<file path="src/rtl/misr_pkg.sv">
// misr_pkg: shared FSM state type, default polynomial/seed and sample-counter width.
package misr_pkg;
  typedef enum logic [1:0] {IDLE, CAPTURE, COMPARE, DONE} state_e;
  localparam logic [7:0] DEF_POLY = 8'h1D;
  localparam logic [7:0] DEF_SEED = 8'h00;
  localparam int CNT_W = 8;
endpackage

</file>
<file path="src/rtl/misr_core.sv">
// misr_core: signature register with polynomial feedback, seed load and zero-fill shift.
module misr_core
  import misr_pkg::*;
#(
  parameter int SIG_W = 8,
  parameter logic [SIG_W-1:0] POLY = SIG_W'(DEF_POLY)
) (
  input  logic             clk,
  input  logic             rst_n,
  input  logic             load,
  input  logic             en,
  input  logic             shift,
  input  logic [2:0]       smp,
  input  logic [SIG_W-1:0] seed,
  output logic [SIG_W-1:0] sig
);
  logic [SIG_W-1:0] sig_q, sig_d, shl;
  always_comb begin
    shl = {sig_q[SIG_W-2:0], 1'b0};
    sig_d = load ? seed : en ? (shl ^ (sig_q[SIG_W-1] ? POLY : '0) ^ SIG_W'(smp)) : shift ? shl : sig_q;
  end
  always_ff @(posedge clk or negedge rst_n)
    if (!rst_n) sig_q <= '0;
    else sig_q <= sig_d;
  assign sig = sig_q;
endmodule

</file>
<file path="config.mk">
export PLATFORM = sky130hd
export DESIGN_NAME = misr_core
export DESIGN_NICKNAME = d
export VERILOG_FILES = /design/src/rtl/misr_pkg.sv /design/src/rtl/misr_core.sv
export SDC_FILE = /design/constraint.sdc
export NUM_CORES = 1
export LEC_CHECK = 0
export BUFFER_PORTS_ARGS = -buffer_cell sky130_fd_sc_hd__buf_2
export CAP_MARGIN = 20
export CORE_AREA = 5 5 42 44
export DETAILED_ROUTE_END_ITERATION = 10
export DIE_AREA = 0 0 47 49
export HOLD_SLACK_MARGIN = 0.08
export PLACE_DENSITY_LB_ADDON = 0.15
export SETUP_SLACK_MARGIN = 0.5
export SLEW_MARGIN = 20
export SYNTH_ARGS = -nofsm -noshare
export SYNTH_HDL_FRONTEND = slang
export SYNTH_SLANG_ARGS = --single-unit
</file>
<file path="constraint.sdc">
create_clock -name clk -period 1.4 [get_ports clk]
set_input_delay 0.07 -clock clk [delete_from_list [all_inputs] [get_ports clk]]
set_output_delay 0.07 -clock clk [all_outputs]
set_load 0.005 [all_outputs]
</file>
# Word level (Yosys, flattened, before mapping)
# Cells that the tools add are included.
# word_totals
reg_bits	8
elab_cells	8
# op_classes
muxes	4
n_bitwise	2
reduce_logical	1
# ops
op	count
2-to-1 mux 8 bit	3
XOR 8 x 3 -> 8 bit	1
XOR 8 x 5 -> 8 bit	1
2-to-1 mux 5 bit	1
nonzero test 3 bit	1

# Depth between registers and ports, before layout
# depth
ltp_word	5
ltp_mapped	4
ltp_nobuf	4

# Least setup slack after synthesis
# Ideal clock, no wire load.
# synth_timing
path_kind	flip-flop to flip-flop
startpoint	register sig_q[7], in the netlist sig[7]
endpoint	register sig_q[2], in the netlist sig[2]
setup_time_ps	66
arrival_time_ps	1090
required_ps	1334
slack_ps	244
stages_incl_launch_ff	5
n_path_buf	0
period_less_slack_ps	1156
path_cell_list	dfrtp_1 > xor2_1 > a2111oi_1 > a31oi_1 > nand2_1
# synth_via
elab_chain_cells	5
# synth_lines
element	line	source
from (decl)	misr_core.sv:17	logic [SIG_W-1:0] sig_q, sig_d, shl;
from (signal assigned)	misr_core.sv:24	else sig_q <= sig_d;
2-to-1 mux 5 bit	misr_core.sv:20	sig_d = load ? seed : en ? (shl ^ (sig_q[SIG_W-1] ? POLY : '0) ^ SIG_W'(smp)) : shift ? shl : sig_q;
XOR 8 x 5 -> 8 bit	misr_core.sv:20	
XOR 8 x 3 -> 8 bit	misr_core.sv:20	
2-to-1 mux 8 bit (2 in series)	misr_core.sv:20	
# Every way passes these cells.
# A chain may end at the register's enable or synchronous reset.

# Worst setup path in the final report
# layout_timing
startpoint	register sig_q[7], in the netlist sig[7]
endpoint	register sig_q[0], in the netlist sig[0]
# Same word-level chain as after synthesis.

==> reports/metrics.csv <==
stage,metric,value,unit
cells_and_area,number of flip-flops in the largest register,8,
worst_setup_path,Critical Path Start Type,flop,
detailed_routing,remaining design rule violation count,0,
sta,post-route minimum period,1.06,ns
synth,synthesized area,443,µm²
sta,worst relative slew slack,78.8,%
synth,count of cell types in the netlist,16,
placed_design,Post-Place Cells,84,
detailed_routing,Pre-antenna DRT Iters,3,
hold_path,class of the worst hold path,input port to flop,
cells_and_area,Antenna diodes,0,
run_status,run status,"finished, final reports clean",
sta,RSZ-0062 raised after global routing,true,
synth,Yosys warnings,0,
synth,post-synthesis async set-or-reset flop share,100,%
worst_setup_path,slowest stage cell on the critical path,dfrtp_1,
synth,most frequently used flop master after synthesis,dfrtp_1,
synth,number of nets produced by synthesis,62,
clock_network,clock tree from TritonCTS,yes,
sta,worst clock skew on the final layout,0.00189,ns
sta,share of the cycle needed by the critical path after routing,75.9,%
worst_setup_path,ordered list of cells on the worst path,buf_4 -> xor2_1 -> a211oi_1 -> a21oi_1,
floorplan,Starting Density,31.6,%
pwr,largest vdd supply drop,0.516,mV
cells_and_area,number of fillers in the final layout,153,
detailed_routing,remaining number of nets flagged by the antenna check after routing,0,
cells_and_area,layout overhead on the synthesized area,49.7,%
detailed_routing,total wire length after detailed routing,1100,µm
cells_and_area,"final std cell area, no fill",663,µm²
global_routing,grt total ovfl,0,
sta,final hold violation count,0,
cells_and_area,Register Area,200,µm²
worst_setup_path,Critical Setup Path Class,flop to flop,
worst_setup_path,kind of end point of the critical path,flop,
worst_setup_path,kind of cell adding the most delay to the critical path,flip-flops,
sta,upper clock frequency limit,0.941,GHz
floorplan,Total Die Area,0.00230,mm²
clock_network,Bufs on Longest Clock Path,2,
clock_network,clock slew at the register clock pins of the worst setup and hold paths,0.05,ns
sta,final setup TNS,0,ns
detailed_routing,number of DRC violations after detailed-routing iteration 0,7,
worst_setup_path,Worst EP arrival,1.18,ns
floorplan,core outline area,0.00140,mm²
detailed_routing,via count of the routed design,425,
placed_design,Post-Place Setup Slack,0.270,ns
synth,area fraction of the dominant cell type after synthesis,45.2,%
synth,count of flip-flops with a built-in enable after synthesis,0,
synth,register area share after synthesis,45.2,%
pwr,leakage power figure,0.333,nW
floorplan,row count,14,
clock_network,Num Clock Sinks,8,
global_routing,number of antenna violations at the first check in global routing,0,
cells_and_area,Total Nets Final,95,
cells_and_area,area of the multi-input gates,238,µm²
pwr,areal power density over the cells,1000,mW/mm²
sta,slack of the critical path,0.337,ns
floorplan,Die Span X,47,µm
synth,leading post-synthesis cells by cell area,"dfrtp_1 (45%), mux2i_1 (14%), nand2_1 (7.6%)",
clock_network,# H-tree levels,1,
clock_network,number of buffers inserted during clock tree synthesis,3,
placed_design,placed wire-length estimate after detailed placement,813,µm
sta,Worst-Margin Slew,0.317,ns
global_routing,via count of the first global-routing pass,398,
sta,Max Transition Viols Final,0,
global_routing,GRT Overall Usage,9.86,%
floorplan,vertical extent of the die,49,µm
sta,final setup violation count,0,
detailed_routing,average wire per standard cell,11.8,µm
placed_design,global placement routability congestion,0.662,
synth,Post-Synthesis Mean Instance Area,9.63,µm²
worst_setup_path,critical path peak fanout,4,
cells_and_area,share of post-route cells with drive strength above 1,42.9,%
synth,most area-hungry cell type in the Yosys netlist,dfrtp_1,
cells_and_area,final instance count without filler cells,93,
clock_network,clk_lat worst skew,0.25,ns
synth,#FFs+latches synth,8,
flow_run,total of max-cap violations,0,
worst_setup_path,setup slack of the most critical reg-to-reg path,0.34,ns
floorplan,ports placed on the boundary,24,
placed_design,instance area at placement,576,µm²
placed_design,I/O Buffers,23,
global_routing,pin count of the biggest net entering global routing,14,
synth,Post-Synthesis Cells,46,
worst_setup_path,required time worst endpoint,1.52,ns
worst_setup_path,delay of the slowest cell on the worst path,0.38,ns
global_routing,first-pass GRT wire length,1640,µm
detailed_routing,vias per cell,4.57,
clock_network,root buf cell,clkbuf_4,
worst_setup_path,worst path buffer plus inverter count,1,
metrics by stage:
step / utilization [%] / hold WS (ns) / total power [mW]
2_1_floorplan: - / -0.226 / 0.384
3_3_place_gp: 41.1 / -0.0759 / 0.466
3_5_place_dp: 41.1 / -0.0747 / 0.465
4_1_cts: 45.9 / 0.107 / 0.665
5_1_grt: 47.3 / 0.118 / 0.715
6_report: 47.3 / 0.112 / 0.665
layout make-up:
type | instances | share of cell area [%]
Clock buffer | 3 | 3.40
Inverter | 2 | 1.13
Multi-Input combinational cell | 34 | 35.8
Sequential cell | 8 | 30.2
Tap cell | 16 | 3.02
Timing Repair Buffer | 30 | 26.4
worst reg2reg max path: cells and delay by family (launching register included):
| family | cells | cell delay (ns) |
|---|---|---|
| AOI/OAI and AO/OA | 2 | 0.26 |
| buffers and inverters | 1 | 0.16 |
| xor gates and xnor gates | 1 | 0.13 |
| DFF | 1 | 0.38 |
metal layers:
metal  global-route usage [%]  up-vias  wire [µm]
met3                     2.58        0         89
met5                        0        -          0
li1                         -      225          -
met2                     15.4       15        534
met4                     4.15        0          0
met1                     12.4      185        477
path summary, 6_finish.rpt:
| check | start | to | cells past startpoint |
|---|---|---|---|
| min in group asynchronous | rst_n | sig[5] | 2 |
| setup / recovery | sig[7] | sig[0] | 4 |
| setup reg to reg | sig[7] | sig[0] | 4 |
| hold / removal | seed[6] | sig[6] | 3 |
| hold reg to reg | sig[6] | sig[6] | 2 |
| max in group asynchronous | rst_n | sig[2] | 2 |
synthesized netlist by cell type (all sizes together), types with 2 or more instances:
master  number
dfrtp        8
nand2        9
xnor2        3
mux2i        6
inv          2
buf          2
xor2         2
o21ai        6
timing repair:
action                                  CTS  global route
endpoints found under the setup margin    5             7
resized for setup                         4             2
hold endpoints to repair                 10             0
buffers inserted                          1             2
hold buffers                              3             0
pin swaps                                 2             2
placed cells by master, fill, tap and decap left out, types with 2 or more instances in the layout:
cell type	count
buf_2	23
o21ai_1	3
clkbuf_4	3
xnor2_1	3
dfrtp_1	8
xor2_1	2
buf_4	4
nand2_1	8
inv_1	2
mux2i_1	6
dlygate4sd3_1	3
o21ai_0	3
where the power goes:
part / total, mW / switching [mW] / internal [mW]
Sequential: 0.295 / 0.0278 / 0.267
Combinational: 0.197 / 0.0877 / 0.110
Clock: 0.172 / 0.0744 / 0.0978
Total: 0.665 / 0.190 / 0.475
cell families after synthesis:
logic type	Yosys count	synth area share, %
flops	8	45.2
compound gates	11	15.0
xor+xnor	5	9.89
mux	6	13.6
simple gates	12	12.4
buf+inv	4	3.96
Power figures use the tool's default switching activity.
